File: config.mk
export PLATFORM = sky130hd
export DESIGN_NAME = rf_wb_sched_flat
export DESIGN_NICKNAME = d
export VERILOG_FILES = /design/src/rtl/rf_pkg.sv /design/src/rtl/rf_wb_sched_if.sv /design/src/rtl/rr_arbiter.sv /design/src/rtl/rf_wb_sched.sv /design/src/flat_wrapper.sv
export SDC_FILE = /design/constraint.sdc
export NUM_CORES = 1
export LEC_CHECK = 0
export CORE_ASPECT_RATIO = 1.4
export CORE_MARGIN = 5
export CORE_UTILIZATION = 38
export DETAILED_ROUTE_END_ITERATION = 6
export MAX_ROUTING_LAYER = met4
export PLACE_DENSITY = 0.75
export RECOVER_POWER = 100
export SETUP_SLACK_MARGIN = 0.02
export SLEW_MARGIN = 15
export SYNTH_ARGS = -nofsm -noshare
export SYNTH_HDL_FRONTEND = slang
export SYNTH_SLANG_ARGS = --single-unit
File: constraint.sdc
create_clock -name clk -period 1.5 [get_ports clk]
set_input_delay 0.15 -clock clk [delete_from_list [all_inputs] [get_ports clk]]
set_output_delay 0.15 -clock clk [all_outputs]
set_load 0.03 [all_outputs]
File: src/rtl/rf_pkg.sv
`default_nettype none
// ============================================================================
//  Module      : rf_pkg
//  Description : Shared constants and types for the register-file write-back
//                scheduler: data width, register address width, register
//                count and the x0 address.
//  Revision    : 1.0 - initial release
// ============================================================================
package rf_pkg;

    localparam int XLEN     = 32;
    localparam int RAW      = 5;
    localparam int NUM_REGS = 32;

    typedef logic [RAW-1:0]  reg_addr_t;
    typedef logic [XLEN-1:0] xdata_t;

    localparam reg_addr_t REG_ZERO = 5'd0;

endpackage : rf_pkg
`default_nettype wire

File: src/rtl/rf_wb_sched_if.sv
`default_nettype none
// ============================================================================
//  Module      : rf_wb_sched_if
//  Description : Bundle of every non-clock signal of the write-back
//                scheduler.
//                  req_valid/req_rd/req_data/req_ready : producer handshake
//                  rf_we/rf_wr/rf_wd                   : RF write port
//                  iss_valid/iss_rd                    : issue-side set
//                  chk_rs1/chk_rs2/rs1_busy/rs2_busy   : RAW hazard lookup
//                  busy_vec                            : raw scoreboard
//                slave  = scheduler side, master = producer/issue side.
//  Revision    : 1.0 - initial release
// ============================================================================
interface rf_wb_sched_if
    import rf_pkg::*;
#(
    parameter int NREQ = 2,
    parameter int XLEN = rf_pkg::XLEN,
    parameter int RAW  = rf_pkg::RAW
);
    logic [NREQ-1:0]      req_valid;
    logic [NREQ*RAW-1:0]  req_rd;
    logic [NREQ*XLEN-1:0] req_data;
    logic [NREQ-1:0]      req_ready;
    logic                 rf_we;
    logic [RAW-1:0]       rf_wr;
    logic [XLEN-1:0]      rf_wd;
    logic                 iss_valid;
    logic [RAW-1:0]       iss_rd;
    logic [RAW-1:0]       chk_rs1;
    logic [RAW-1:0]       chk_rs2;
    logic                 rs1_busy;
    logic                 rs2_busy;
    logic [NUM_REGS-1:0]  busy_vec;

    modport slave (
        input  req_valid, req_rd, req_data, iss_valid, iss_rd, chk_rs1, chk_rs2,
        output req_ready, rf_we, rf_wr, rf_wd, rs1_busy, rs2_busy, busy_vec
    );

    modport master (
        output req_valid, req_rd, req_data, iss_valid, iss_rd, chk_rs1, chk_rs2,
        input  req_ready, rf_we, rf_wr, rf_wd, rs1_busy, rs2_busy, busy_vec
    );

endinterface : rf_wb_sched_if
`default_nettype wire

File: src/rtl/rr_arbiter.sv
`default_nettype none
// ============================================================================
//  Module      : rr_arbiter
//  Description : Round-robin arbiter with a one-hot combinational grant.
//                The search starts one past the last granted index; the
//                pointer moves to the granted index only when advance is set.
//  Ports       : clk, rst_n (async, active low), req[N], grant[N] (one-hot),
//                advance (a grant was consumed this cycle).
//  Revision    : 1.0 - initial release
// ============================================================================
module rr_arbiter #(
    parameter int N = 2
) (
    input  wire logic         clk,
    input  wire logic         rst_n,
    input  wire logic [N-1:0] req,
    input  wire logic         advance,
    output logic      [N-1:0] grant
);
    localparam int PW = (N > 1) ? $clog2(N) : 1;

    logic [PW-1:0] r_ptr;
    logic [PW-1:0] w_idx;

    always_comb begin
        logic          w_found;
        grant   = '0;
        w_idx   = r_ptr;
        w_found = 1'b0;
        for (int k = 1; k <= N; k++) begin
            int            c;
            logic [PW-1:0] cand;
            c = int'(r_ptr) + k;
            if (c >= N) begin
                c = c - N;
            end
            cand = c[PW-1:0];
            if (!w_found && req[cand]) begin
                grant[cand] = 1'b1;
                w_idx       = cand;
                w_found     = 1'b1;
            end
        end
    end

    // Reset to N-1 so that requester 0 wins the first arbitration.
    always_ff @(posedge clk or negedge rst_n) begin
        if (!rst_n) begin
            r_ptr <= PW'(N - 1);
        end else if (advance) begin
            r_ptr <= w_idx;
        end
    end

endmodule : rr_arbiter
`default_nettype wire

File: src/rtl/rf_wb_sched.sv
`default_nettype none
// ============================================================================
//  Module      : rf_wb_sched
//  Description : Write-back scheduler for the single-write-port 32x32 RF.
//                Round-robin arbitrates NREQ producers onto the RF write port
//                (1-cycle latency, 1 write/cycle, writes to x0 are consumed
//                but suppressed) and keeps a busy scoreboard of destination
//                registers with writes in flight for RAW stall detection.
//  Ports       : clk, rst_n (async, active low), bus (rf_wb_sched_if.slave).
//  Revision    : 1.0 - initial release
// ============================================================================
module rf_wb_sched
    import rf_pkg::*;
#(
    parameter int NREQ = 2,
    parameter int XLEN = rf_pkg::XLEN,
    parameter int RAW  = rf_pkg::RAW
) (
    input  wire logic     clk,
    input  wire logic     rst_n,
    rf_wb_sched_if.slave  bus
);
    logic [NREQ-1:0]     w_grant;
    logic                w_fire;
    logic [RAW-1:0]      w_sel_rd;
    logic [XLEN-1:0]     w_sel_data;

    logic                r_we;
    logic [RAW-1:0]      r_wr;
    logic [XLEN-1:0]     r_wd;

    logic [NUM_REGS-1:0] r_busy;
    logic [NUM_REGS-1:0] w_busy_nxt;

    // ------------------------------------------------------------------
    // Arbitration: the RF never back-pressures, so a grant is a transfer
    // whenever the granted requester is valid (which it always is).
    // ------------------------------------------------------------------
    rr_arbiter #(
        .N (NREQ)
    ) u_arb (
        .clk     (clk),
        .rst_n   (rst_n),
        .req     (bus.req_valid),
        .advance (w_fire),
        .grant   (w_grant)
    );

    assign w_fire = |(bus.req_valid & w_grant);

    // One-hot AND-OR mux of the granted requester's address and data.
    always_comb begin
        w_sel_rd   = '0;
        w_sel_data = '0;
        for (int i = 0; i < NREQ; i++) begin
            if (w_grant[i]) begin
                w_sel_rd   = w_sel_rd   | bus.req_rd[i*RAW +: RAW];
                w_sel_data = w_sel_data | bus.req_data[i*XLEN +: XLEN];
            end
        end
    end

    // ------------------------------------------------------------------
    // Write register: address/data hold when idle; we only pulses for a
    // transfer to a non-zero destination.
    // ------------------------------------------------------------------
    always_ff @(posedge clk or negedge rst_n) begin
        if (!rst_n) begin
            r_we <= 1'b0;
            r_wr <= '0;
            r_wd <= '0;
        end else if (w_fire) begin
            r_we <= (w_sel_rd != REG_ZERO);
            r_wr <= w_sel_rd;
            r_wd <= w_sel_data;
        end else begin
            r_we <= 1'b0;
        end
    end

    // ------------------------------------------------------------------
    // Scoreboard. The clear is applied before the set so that a newly
    // issued producer to the register being written keeps it busy.
    // ------------------------------------------------------------------
    always_comb begin
        w_busy_nxt = r_busy;
        if (r_we) begin
            w_busy_nxt[r_wr] = 1'b0;
        end
        if (bus.iss_valid && (bus.iss_rd != REG_ZERO)) begin
            w_busy_nxt[bus.iss_rd] = 1'b1;
        end
        w_busy_nxt[0] = 1'b0;
    end

    always_ff @(posedge clk or negedge rst_n) begin
        if (!rst_n) begin
            r_busy <= '0;
        end else begin
            r_busy <= w_busy_nxt;
        end
    end

    // ------------------------------------------------------------------
    // Outputs. No bypass: a register being written this cycle still reads
    // busy, since the RF only captures the value at the next edge.
    // ------------------------------------------------------------------
    assign bus.req_ready = w_grant;
    assign bus.rf_we     = r_we;
    assign bus.rf_wr     = r_wr;
    assign bus.rf_wd     = r_wd;
    assign bus.busy_vec  = r_busy;
    assign bus.rs1_busy  = r_busy[bus.chk_rs1] & (bus.chk_rs1 != REG_ZERO);
    assign bus.rs2_busy  = r_busy[bus.chk_rs2] & (bus.chk_rs2 != REG_ZERO);

    // Issue must never dispatch a second producer to a busy register.
    a_no_waw : assert property (@(posedge clk) disable iff (!rst_n)
        !(bus.iss_valid && r_busy[bus.iss_rd]));

endmodule : rf_wb_sched
`default_nettype wire

File: src/flat_wrapper.sv
// flat-port wrapper written by rule: the top's interface ports become plain ports
module rf_wb_sched_flat import rf_pkg::*;
#(
    parameter int NREQ = 2,
    parameter int XLEN = rf_pkg::XLEN,
    parameter int RAW  = rf_pkg::RAW
)
  (clk, rst_n, bus_req_valid, bus_req_rd, bus_req_data, bus_iss_valid, bus_iss_rd, bus_chk_rs1, bus_chk_rs2, bus_req_ready, bus_rf_we, bus_rf_wr, bus_rf_wd, bus_rs1_busy, bus_rs2_busy, bus_busy_vec);
  rf_wb_sched_if #(.NREQ(NREQ), .XLEN(XLEN), .RAW(RAW)) bus_i ();
  input  wire logic clk;
  input  wire logic rst_n;
  input wire logic [$bits(bus_i.req_valid)-1:0] bus_req_valid;
  input wire logic [$bits(bus_i.req_rd)-1:0] bus_req_rd;
  input wire logic [$bits(bus_i.req_data)-1:0] bus_req_data;
  input wire logic [$bits(bus_i.iss_valid)-1:0] bus_iss_valid;
  input wire logic [$bits(bus_i.iss_rd)-1:0] bus_iss_rd;
  input wire logic [$bits(bus_i.chk_rs1)-1:0] bus_chk_rs1;
  input wire logic [$bits(bus_i.chk_rs2)-1:0] bus_chk_rs2;
  output wire logic [$bits(bus_i.req_ready)-1:0] bus_req_ready;
  output wire logic [$bits(bus_i.rf_we)-1:0] bus_rf_we;
  output wire logic [$bits(bus_i.rf_wr)-1:0] bus_rf_wr;
  output wire logic [$bits(bus_i.rf_wd)-1:0] bus_rf_wd;
  output wire logic [$bits(bus_i.rs1_busy)-1:0] bus_rs1_busy;
  output wire logic [$bits(bus_i.rs2_busy)-1:0] bus_rs2_busy;
  output wire logic [$bits(bus_i.busy_vec)-1:0] bus_busy_vec;
  assign bus_i.req_valid = bus_req_valid;
  assign bus_i.req_rd = bus_req_rd;
  assign bus_i.req_data = bus_req_data;
  assign bus_i.iss_valid = bus_iss_valid;
  assign bus_i.iss_rd = bus_iss_rd;
  assign bus_i.chk_rs1 = bus_chk_rs1;
  assign bus_i.chk_rs2 = bus_chk_rs2;
  assign bus_req_ready = bus_i.req_ready;
  assign bus_rf_we = bus_i.rf_we;
  assign bus_rf_wr = bus_i.rf_wr;
  assign bus_rf_wd = bus_i.rf_wd;
  assign bus_rs1_busy = bus_i.rs1_busy;
  assign bus_rs2_busy = bus_i.rs2_busy;
  assign bus_busy_vec = bus_i.busy_vec;
  rf_wb_sched #(.NREQ(NREQ), .XLEN(XLEN), .RAW(RAW)) u_core (.clk(clk), .rst_n(rst_n), .bus(bus_i));
endmodule
==> qor.yml, run 1 <==
sta:
  setup_viol: 3
  worst_pin_slew_ns: 0.9353
  period_needed_ns: 2.238
  clock.fmax_ghz: 0.4468
  holdWs_ns: 0.3552
  drv_slew: 0
  hold_viol: 0
  setup_tns_ns: -1.355
  finalClockSkew_ns: 0.005511
  slew-limit-headroom: 0.3765
  fin_crit_sh: 1.492
  rsz0062_at_grt: "yes"
  fin_ws_ns: -0.7379
grt:
  grtUsageTotal: 0.2326
  grt-ovfl-total: 0
  grt_antenna_before_repair: 0
  grt_pass1_vias: 4149
  grt_max_degree: 39
  grt_pass1_wl_microns: 20630
synth:
  netlist_area_sq_um: 3665
  yosysWarnings: 0
  synth.top_cell.area_share: 0.4712
  ys_seq_area_frac: 0.4783
  synth_ff_type: "dfrtp_1"
  yosysTopAreaCell: "dfrtp_1"
  synth_seq_cells: 70
  ys_types: 41
  avgSynthCellArea_sq_um: 9.619
  syn_nets: 475
  synth-edff-count: 0
  netlist_top_cells_area: "dfrtp_1 (47%), o21ai_0 (8.9%), nor2_1 (7.8%), o22ai_1 (6.5%), mux2_2 (3.7%)"
  async_flop_share: 1.000
  synthCells: 381
floorplanning:
  die_h_microns: 126.2
  ios: 168
  rows: 42
  die_w_microns: 93.00
  start_util: 0.3874
  core_sq_um: 9459
  dieArea_sq_um: 11740
worst_hold_path:
  min_from: "bus_req_data[46]"
  worstHoldPathCells: 3
  worst_hold_path.endpoint: "u_core.bus.rf_wd[14]$_DFFE_PN0P_"
  hold_class: "in2reg"
drt:
  first_pass_iters: 4
  drt-initial-drc-count: 216
  antenna_left: 0
  viasPerCell: 5.528
  wl_per_cell_microns: 18.78
  vias: 3969
  drt_wl_total_microns: 13490
  drc: 0
clock_network:
  cts_buffer_depth: 2
  h-tree-depth: 3
  cts_tree: "yes"
  cts_root_buffer: "clkbuf_16"
  cts.clk_slew.worst_paths_ns: 0.05
  clk_latency_ns: 0.33
  cts.sink_count: 70
  cts_made_buffers: 9
worst_setup_path:
  r2r-start: "u_core.u_arb.r_ptr$_DFFE_PN1P_"
  r2r_slack_ns: 0.01
  crit_slowest_cell: "clkdlybuf4s50_1"
  crit_required_ns: 1.35
  path_delay_family: "buffers and inverters"
  r2r_end: "u_core.bus.rf_wd[10]$_DFFE_PN0P_"
  cp-end-kind: "output pin"
  crit_type: "in2out"
  cp.buffers_inverters: 4
  startpoint_type: "input pin"
  crit_top_cell: "buf_4"
  worstPathArrival_ns: 2.09
  max_stage_delay_ns: 0.54
  r2r.worst_path.cells: 5
  crit_chain: "clkdlybuf4s50_1, buf_4, nor2b_1, buf_4, a22o_1, a31oi_1, a221o_2, buf_6"
  crit_fanout: 7
run:
  cap_violations: 0
power:
  power_density_nw_per_um2: 1520
  seqPwrFrac: 0.302
  power.switching_mw: 3.597
  pwr-share-comb: 0.447
  p_leak_nw: 2.514
  ir_drop_mv: 0.7950
  p_int_mw: 5.693
  clkPwrFrac: 0.251
  p_sw_frac: 0.3872
placement:
  port_buffers: 166
  pre_cts_slack_ns: -1.114
  dpl.hpwl_microns: 10780
  gp_congestion: 0.9742
  dp.cells: 700
run_status:
  outcome: "complete, but fails checks"
  violations: "setup timing"
layout:
  area_delta_synth_final_pct: 66.75
  fin_nets: 697
  num_antenna_cells: 0
  drive_gt1_frac: 0.1793
  nFillCells: 834
  stdcell_count: 718
  fin_util: 0.6460
[area by class of cell]
type	count	area [sq um]	share of cell area
Sequential cell	70	1767	0.2891
Tap cell	110	137.6	0.02252
Timing Repair Buffer	235	2022	0.3309
Clock buffer	13	270.3	0.04423
Clock inverter	3	65.06	0.01065
Multi-Input combinational cell	282	1831	0.2996
Inverter	5	18.77	0.003071
[layer usage]
layer,routed length [microns],track usage,vias up,share of wire
met5,0,-,-,0
met4,308,0.09664,0,0.023
met3,946,0.04594,24,0.070
met2,7068,0.4090,205,0.52
met1,5163,0.2535,1894,0.38
li1,-,-,1846,-
[worst max path at each step]
stage / endpoint / start / cells after the start
6_report: bus_rs2_busy / bus_chk_rs2[2] / 8
5_1_grt: bus_rs2_busy / u_core.bus.busy_vec[7]$_DFF_PN0_ / 6
4_1_cts: bus_rs2_busy / u_core.bus.busy_vec[7]$_DFF_PN0_ / 6
3_5_place_dp: bus_rs1_busy / bus_chk_rs1[0] / 7
3_3_place_gp: bus_rs1_busy / bus_chk_rs1[0] / 7
2_1_floorplan: bus_rs1_busy / u_core.bus.busy_vec[7]$_DFF_PN0_ / 4
[sequential cells by signal, summed over array words and instances (netlist names)]
signal and cells:
u_core.bus.rf_wr 5, u_core.bus.busy_vec 31, u_core.bus.rf_we 1, u_core.u_arb.r_ptr 1, u_core.bus.rf_wd 32
[through the flow]
step / area, sq um / total power, mW
finish: 6111 / 9.290
global route: 6111 / 9.747
CTS: 6212 / 9.605
detailed placement: 5877 / 7.518
global placement: 5877 / 7.394
floorplan: 3672 / 4.957
[power groups by stage]
stage               combinational [mW]  sequential (mW)  clock, mW
detailed placement                4.68             2.83          0
global placement                  4.58             2.82          0
CTS                               4.42             2.81       2.38
global route                      4.43             2.86       2.45
floorplan                         1.06             3.90          0
finish                            4.15             2.80       2.34
[placed cells by master, fill, tap and decap left out, drive strengths merged, types with 3 or more instances in the layout]
cell type,instances
clkdlybuf4s50,90
nor2,76
dfrtp,69
dlygate4sd2,68
o21ai,65
clkbuf,47
buf,41
o22ai,38
mux2,16
mux2i,12
nand3b,10
nand2,9
nand3,6
or3b,6
inv,5
nor2b,4
mux4,4
a2111oi,4
nand2b,3
a32oi,3
[tightest hold or removal path: cells and delay by family]
kind | cells | cell delay [ns]
buf+inv | 1 | 0.39
simple gates | 2 | 0.09
[what timing repair did]
action	in CTS	in global routing
setup endpoints to repair	72	16
setup buffers	1	0
endpoints found under the hold margin	15	0
hold buffers	1	0
resized for setup	87	17
pin swaps	1	3
[cell families after synthesis]
logic type             synth area share
AO/OA/AOI/OAI                    0.1990
buffers and inverters           0.04131
flip-flops                       0.4783
multiplexers                     0.1106
other                          0.001023
AND/OR/NAND/NOR                  0.1697
[Yosys cell counts (4+ instances only)]
cell      count
dfrtp_1      69
nor2_1       76
buf_4         5
nand3_1       6
buf_2         7
nand2_1       9
o21ai_0      65
or3b_2        4
o22ai_1      38
clkbuf_1      7
mux2_2       12
inv_1         5
mux2i_1      12
nor2b_1       4
nand3b_1     10
Note: power is estimated with default switching activity, not from simulation.
==> run 2, diff against run 1 <==
--- a/config.mk
+++ b/config.mk
@@ -7,10 +7,10 @@
 export LEC_CHECK = 0
 export CORE_ASPECT_RATIO = 1.4
 export CORE_MARGIN = 5
-export CORE_UTILIZATION = 38
+export CORE_UTILIZATION = 40
 export DETAILED_ROUTE_END_ITERATION = 6
 export MAX_ROUTING_LAYER = met4
-export PLACE_DENSITY = 0.75
+export PLACE_DENSITY = 0.76
 export RECOVER_POWER = 100
 export SETUP_SLACK_MARGIN = 0.02
 export SLEW_MARGIN = 15
==> constraint.sdc (replaced) <==
create_clock -name clk -period 2.3 [get_ports clk]
set_input_delay 0.23 -clock clk [delete_from_list [all_inputs] [get_ports clk]]
set_output_delay 0.23 -clock clk [all_outputs]
set_load 0.03 [all_outputs]
==> run 2 against run 1 <==
Largest cell class unchanged. Clock power is 48% lower. Register-to-register slack improved by 0.71 ns. Die area fell by 4.5%. Critical path type unchanged. Clock skew is 0.0020 ns lower. Routed wire length decreased by 3.2%. First-iteration DRC count is 29% higher. Worst hold slack gained 0.084 ns. The flow now finishes without violations. Global-route usage increased by 0.70 points.
==> qor.yml, run 2 (synthesis gave the netlist of run 1 again) <==
sta:
  hold_viol: 0  # unchanged
  setup_tns_ns: 0  # +1.355 ns
  setup_viol: 0  # -3
  slew-limit-headroom: 0.02862  # -0.3478
  drv_slew: 0  # unchanged
  finalClockSkew_ns: 0.003480  # -0.002032 ns
  worst_pin_slew_ns: 1.457  # +0.5217 ns
  rsz0062_at_grt: "no"
  holdWs_ns: 0.4396  # +0.08434 ns
  clock.fmax_ghz: 0.4523
  period_needed_ns: 2.211
  fin_crit_sh: 0.9613
layout:
  largest_reg_flops: 32  # unchanged
  final_area_sq_um: 5812  # -4.9%
  stdcell_count: 671  # -6.5%
  num_antenna_cells: 0  # unchanged
  drive_gt1_frac: 0.1206  # -0.05871
  area_delta_synth_final_pct: 58.59
  final_cell_mix: "clkdlybuf4s50_1 (86), nor2_1 (76), dlygate4sd3_1 (72), dfrtp_1 (69), o21ai_0 (65)"
  final_common_cell: "clkdlybuf4s50_1"
  fin_nets: 655  # -6.0%
  nFillCells: 741  # -11%
grt:
  grt_antenna_before_repair: 0  # unchanged
  use_met3: 0.06573  # +0.01979
  grt.busiest_layer: "met2"
  grt_max_degree: 38  # -2.6%
  grt.met1_usage: 0.2554  # +0.001860
  grt-ovfl-total: 0  # unchanged
  use_met2: 0.4300  # +0.02101
  grt_pass1_vias: 4058  # -2.2%
  grtUsageTotal: 0.2396  # +0.007033
  grt_pass1_wl_microns: 20560  # -0.33%
floorplanning:
  ios: 168  # unchanged
  rows: 41  # -2.4%
  start_util: 0.4082  # +0.02079
  core_sq_um: 8977  # -5.1%
  die_h_microns: 123.3  # -2.3%
  die_w_microns: 90.90  # -2.3%
  dieArea_sq_um: 11200  # -4.5%
run_status:
  outcome: "completed"
power:
  ir_drop_mv: 0.5236  # -34%
  p_sw_frac: 0.3955  # +0.008305
  seqPwrFrac: 0.344  # +0.042
  p_leak_nw: 2.291  # -8.9%
  pwr-share-comb: 0.438  # -0.009
  power.switching_mw: 2.214  # -38%
  power_density_nw_per_um2: 963.2  # -37%
  p_int_mw: 3.384  # -41%
  clkPwrFrac: 0.218  # -0.033
run:
  cap_violations: 0  # unchanged
drt:
  antenna_left: 0  # unchanged
  vias: 3815  # -3.9%
  viasPerCell: 5.686  # +2.9%
  wl_per_cell_microns: 19.46  # +3.6%
  drc: 0  # unchanged
  first_pass_iters: 4  # unchanged
  drt_wl_total_microns: 13060  # -3.2%
  drt-initial-drc-count: 278  # +29%
placement:
  dpl_cell_area_sq_um: 5485  # -6.7%
  dp.cells: 651  # -7.0%
  gp_congestion: 0.8740  # -10%
  port_buffers: 166  # unchanged
  dpl.hpwl_microns: 10040  # -6.9%
clock_network:
  cts.sink_count: 70  # unchanged
  clk_latency_ns: 0.33  # about the same
  cts.clk_slew.worst_paths_ns: 0.05  # about the same
  cts_buffer_depth: 2  # unchanged
  cts_made_buffers: 9  # unchanged
  h-tree-depth: 3  # unchanged
  cts_tree: "yes"
  cts_root_buffer: "clkbuf_16"
worst_setup_path:
  r2r_slack_ns: 0.72  # +0.71 ns
  cp-end-kind: "output pin"
  crit_fanout: 3  # -4
  crit_type: "in2out"
  crit_required_ns: 2.07  # +0.72 ns
  cp-startpoint: "bus_chk_rs2[1]"
  worstPathArrival_ns: 1.98  # -0.11 ns
  startpoint_type: "input pin"
  r2r-start: "u_core.u_arb.r_ptr$_DFFE_PN1P_"
worst_hold_path:
  hold_class: "in2reg"
  min_from: "bus_req_data[46]"
run 2: changes by cell type in the layout (fill, tap and decap cells not counted), sizes merged:
cell and change:
bufinv -2, buf -16, clkinv +1, clkdlybuf4s50 -4, dlygate4sd2 -64, dlygate4sd3 +71, clkbuf -30
run 2: per-stage QoR:
stage / utilization / power [mW] / setup WS, ns
3_5_place_dp: 0.6110 / 4.434 / -0.1447
4_1_cts: 0.6461 / 5.728 / 0.01313
5_1_grt: 0.6474 / 5.880 / 0.01742
6_report: 0.6474 / 5.598 / 0.08892
2_1_floorplan: - / 3.208 / 0.4729
3_3_place_gp: 0.6110 / 4.384 / -0.09945
run 2: worst max-delay path, cell delays in order:
cell             delay, ns
clkdlybuf4s50_1       0.52
mux2_1                0.36
o311ai_2              0.25
a221oi_1              0.09
a221o_1               0.38
buf_6                 0.15
run 2: path summary, 6_finish.rpt:
path | end | cells past startpoint
worst max-delay path | bus_rs2_busy | 6
worst min-delay path | u_core.bus.rf_wd[14]$_DFFE_PN0P_ | 3
worst max register to register | u_core.bus.rf_wd[17]$_DFFE_PN0P_ | 5
worst min register to register | u_core.bus.rf_wd[14]$_DFFE_PN0P_ | 2
max in group asynchronous | u_core.bus.busy_vec[20]$_DFF_PN0_ | 3
min in group asynchronous | u_core.bus.rf_wd[25]$_DFFE_PN0P_ | 2
run 2: layout make-up:
class	instances	area, sq um	area share
Timing Repair Buffer	193	1844	0.3173
Multi-Input combinational cell	282	1805	0.3107
Sequential cell	70	1753	0.3016
Inverter	5	18.77	0.003229
Tap cell	107	133.9	0.02304
Clock buffer	12	246.5	0.04241
Clock inverter	2	10.01	0.001722
run 2: power groups by stage:
stage               Clock, mW  Sequential (mW)  Combinational [mW]
finish                   1.22             1.93                2.45
global route             1.29             1.98                2.61
CTS                      1.23             1.93                2.56
detailed placement          0             1.96                2.47
global placement            0             1.95                2.43
floorplan                   0             2.52               0.686
run 2: repair_timing:
| item | CTS | global route |
|---|---|---|
| pin swaps | 1 | 1 |
| resized for setup | 8 | 8 |
| hold buffers | 1 | 0 |
| endpoints found under the setup margin | 2 | 2 |
| buffers inserted | 4 | 2 |
| endpoints found under the hold margin | 23 | 0 |
run 2: layer usage:
metal	vias to the layer above	wire length, microns
li1	1773	-
met1	1851	4834
met2	177	6942
met3	14	1068
met4	0	210
met5	-	0
==> run 3, diff against run 2 <==
--- a/config.mk
+++ b/config.mk
@@ -5,12 +5,13 @@
 export SDC_FILE = /design/constraint.sdc
 export NUM_CORES = 1
 export LEC_CHECK = 0
+export ABC_AREA = 1
 export CORE_ASPECT_RATIO = 1.4
 export CORE_MARGIN = 5
 export CORE_UTILIZATION = 40
 export DETAILED_ROUTE_END_ITERATION = 6
 export MAX_ROUTING_LAYER = met4
-export PLACE_DENSITY = 0.76
+export PLACE_DENSITY = 0.75
 export RECOVER_POWER = 100
 export SETUP_SLACK_MARGIN = 0.02
 export SLEW_MARGIN = 15
==> run 3 against run 2 <==
Final area down 0.97%. Total power up 4.0%. Fmax up 8.1%. Sequential power about the same. Sequential share of layout area up 0.30 points. First-iteration DRC count down 18%. Area after synthesis up 3.4%. Non-clock buffer count down 16. Worst hold slack worse by 0.14 ns.
==> qor.yml, run 3 <==
synth:
  syn_nets: 618  # +30%
  synthTopCellsByCount: "nand2_1 (171), nand3_1 (126), dfrtp_1 (69)"
  synth_most_common_cell: "nand2_1"
  ys_types: 19  # -54%
  synth_ff_type: "dfrtp_1"
  avgSynthCellArea_sq_um: 7.233  # -25%
  async_flop_share: 1.000  # unchanged
  yosysWarnings: 0  # unchanged
  synthCells: 524  # +38%
  synth-edff-count: 0  # unchanged
  synth_seq_cells: 70  # unchanged
  netlist_top_cells_area: "dfrtp_1 (46%), nand2_1 (17%), nand3_1 (17%), o21ai_0 (8.7%), inv_1 (4.8%)"
  netlist_area_sq_um: 3790  # +3.4%
  ys_seq_area_frac: 0.4625  # -0.01579
  synth.top_cell.area_share: 0.4556  # -0.01555
  yosysTopAreaCell: "dfrtp_1"
placement:
  gp_congestion: 0.9166  # +4.9%
  dpl.hpwl_microns: 10860  # +8.2%
  port_buffers: 166  # unchanged
  dp.cells: 789  # +21%
floorplanning:
  die_h_microns: 125.2  # +1.6%
  start_util: 0.4052  # -0.003060
  die_w_microns: 92.27  # +1.5%
  dieArea_sq_um: 11550  # +3.1%
  ios: 168  # unchanged
  rows: 42  # +2.4%
  core_sq_um: 9354  # +4.2%
worst_setup_path:
  r2r-start: "u_core.u_arb.r_ptr$_DFFE_PN1P_"
  r2r_end: "u_core.bus.rf_wd[10]$_DFFE_PN0P_"
  crit_type: "in2out"
  r2r.worst_path.cells: 7  # +2
  r2r_slack_ns: 0.56  # -0.16 ns
  crit_fanout: 14  # +11
  startpoint_type: "input pin"
  crit_required_ns: 2.07  # about the same
  cp-end-kind: "output pin"
  worstPathArrival_ns: 1.82  # -0.16 ns
clock_network:
  cts_tree: "yes"
  cts_resized: 0  # -8
  h-tree-depth: 3  # unchanged
  cts_setup_buffers: 0  # -4
  clk_latency_ns: 0.33  # about the same
  hold_buffers: 1  # unchanged
  cts.clk_slew.worst_paths_ns: 0.05  # about the same
  cts_root_buffer: "clkbuf_16"
  cts.sink_count: 70  # unchanged
  cts_buffer_depth: 2  # unchanged
  cts_made_buffers: 9  # unchanged
sta:
  hold_viol: 0  # unchanged
  slew-limit-headroom: 0.4023  # +0.3737
  rsz0062_at_grt: "no"
  drv_slew: 0  # unchanged
  period_needed_ns: 2.046  # -0.1655 ns
  finalClockSkew_ns: 0.003680  # +0.0001998 ns
  fin_crit_sh: 0.8894  # -0.07197
  worst_pin_slew_ns: 0.8965  # -0.5606 ns
  clock.fmax_ghz: 0.4889  # +8.1%
  setup_viol: 0  # unchanged
  setup_tns_ns: 0  # unchanged
drt:
  antenna_left: 0  # unchanged
  drt_wl_total_microns: 13500  # +3.4%
  viasPerCell: 5.280  # -7.1%
  drc: 0  # unchanged
  vias: 4250  # +11%
  drt-initial-drc-count: 228  # -18%
  first_pass_iters: 5  # +1
  wl_per_cell_microns: 16.77  # -14%
grt:
  grt_pass1_vias: 4427  # +9.1%
  grtUsageTotal: 0.2439  # +0.004314
  grt_max_degree: 38  # unchanged
  grt_pass1_wl_microns: 21480  # +4.5%
  grt-ovfl-total: 0  # unchanged
  grt_antenna_before_repair: 0  # unchanged
power:
  power_density_nw_per_um2: 1012  # +5.0%
  p_leak_nw: 2.694  # +18%
  ir_drop_mv: 0.4697  # -10%
layout:
  num_antenna_cells: 0  # unchanged
  stdcell_count: 805  # +20%
  area_delta_synth_final_pct: 51.87
  fin_nets: 785  # +20%
  largest_reg_flops: 32  # unchanged
  drive_gt1_frac: 0.04173  # -0.07884
  final_common_cell: "nand2_1"
  nFillCells: 896  # +21%
  final_cell_mix: "nand2_1 (172), nand3_1 (126), clkdlybuf4s50_1 (91), dlygate4sd3_1 (71), dfrtp_1 (69)"
run:
  cap_violations: 0  # unchanged
run_status:
  outcome: "completed"
worst_hold_path:
  hold_class: "in2async"
## run 3: cell types whose count changed after synthesis, moves of 10 or more
cell	before	now
nand2_1	9	171
nand3_1	6	126
nor2_1	76	6
inv_1	5	48
o22ai_1	38	0
mux2_2	12	0
mux2i_1	12	0
nand3b_1	10	0
## run 3: layer usage
metal,wire (microns),vias to the layer above,track usage
met4,453,0,0.1260
li1,-,2056,-
met2,6901,199,0.4174
met1,5083,1955,0.2565
met5,0,-,-
met3,1058,40,0.06310
## run 3: per-stage QoR
| step | worst slack (ns) | power [mW] | util | hold WS (ns) | instance area [sq um] |
|---|---|---|---|---|---|
| after floorplan | 0.8704 | 3.469 | - | -0.06559 | 3790 |
| after global placement | 0.3857 | 4.764 | 0.5894 | 0.05806 | 5513 |
| after detailed placement | 0.3618 | 4.804 | 0.5894 | 0.05954 | 5513 |
| after CTS | 0.3417 | 6.027 | 0.6172 | 0.2322 | 5773 |
| after global routing | 0.1116 | 6.157 | 0.6153 | 0.3266 | 5756 |
| final | 0.2545 | 5.823 | 0.6153 | 0.2946 | 5756 |
## run 3: final cells by class
class | count | area [sq um] | share of cell area
Clock inverter | 2 | 10.01 | 0.001739
Sequential cell | 70 | 1753 | 0.3046
Timing Repair Buffer | 177 | 1717 | 0.2983
Multi-Input combinational cell | 381 | 1703 | 0.2959
Tap cell | 110 | 137.6 | 0.02391
Inverter | 52 | 195.2 | 0.03391
Clock buffer | 13 | 240.2 | 0.04174
## run 3: worst max-delay path, stage by stage
cell and delay, ns:
clkdlybuf4s50_1 0.53, clkbuf_2 0.32, nand2_1 0.10, nand3_1 0.09, nand2_1 0.07, nand2_1 0.06
nand2_1 0.05, inv_1 0.06, nand2_1 0.05, nand2_1 0.05, nand2_1 0.05, buf_4 0.16
## run 3: power by group
group          switching [mW]  total (mW)  internal (mW)
registers               0.326        1.94           1.62
clock network           0.486        1.21          0.720
logic                    1.69        2.67          0.983
total                    2.50        5.82           3.32
## run 3: worst max-delay path by stage
stage                                                  from               end  cells after the start
final                                        bus_chk_rs1[0]      bus_rs1_busy                     12
after global routing                         bus_chk_rs2[2]      bus_rs2_busy                     10
after CTS                    u_core.u_arb.r_ptr$_DFFE_PN1P_  bus_req_ready[0]                      5
after detailed placement                     bus_chk_rs1[2]      bus_rs1_busy                     10
after global placement                       bus_chk_rs2[2]      bus_rs2_busy                     10
after floorplan           u_core.bus.busy_vec[21]$_DFF_PN0_      bus_rs2_busy                     10
## run 3: logic make-up (layout without fill, tap and decap cells)
| logic type | after synthesis | in the layout | synth area share |
|---|---|---|---|
| flip-flops | 70 | 70 | 0.4625 |
| AND/OR/NAND/NOR | 307 | 307 | 0.3483 |
| other | 1 | 1 | 0.0009895 |
| AO/OA/AOI/OAI | 73 | 73 | 0.1007 |
| buffers and inverters | 73 | 244 | 0.08748 |
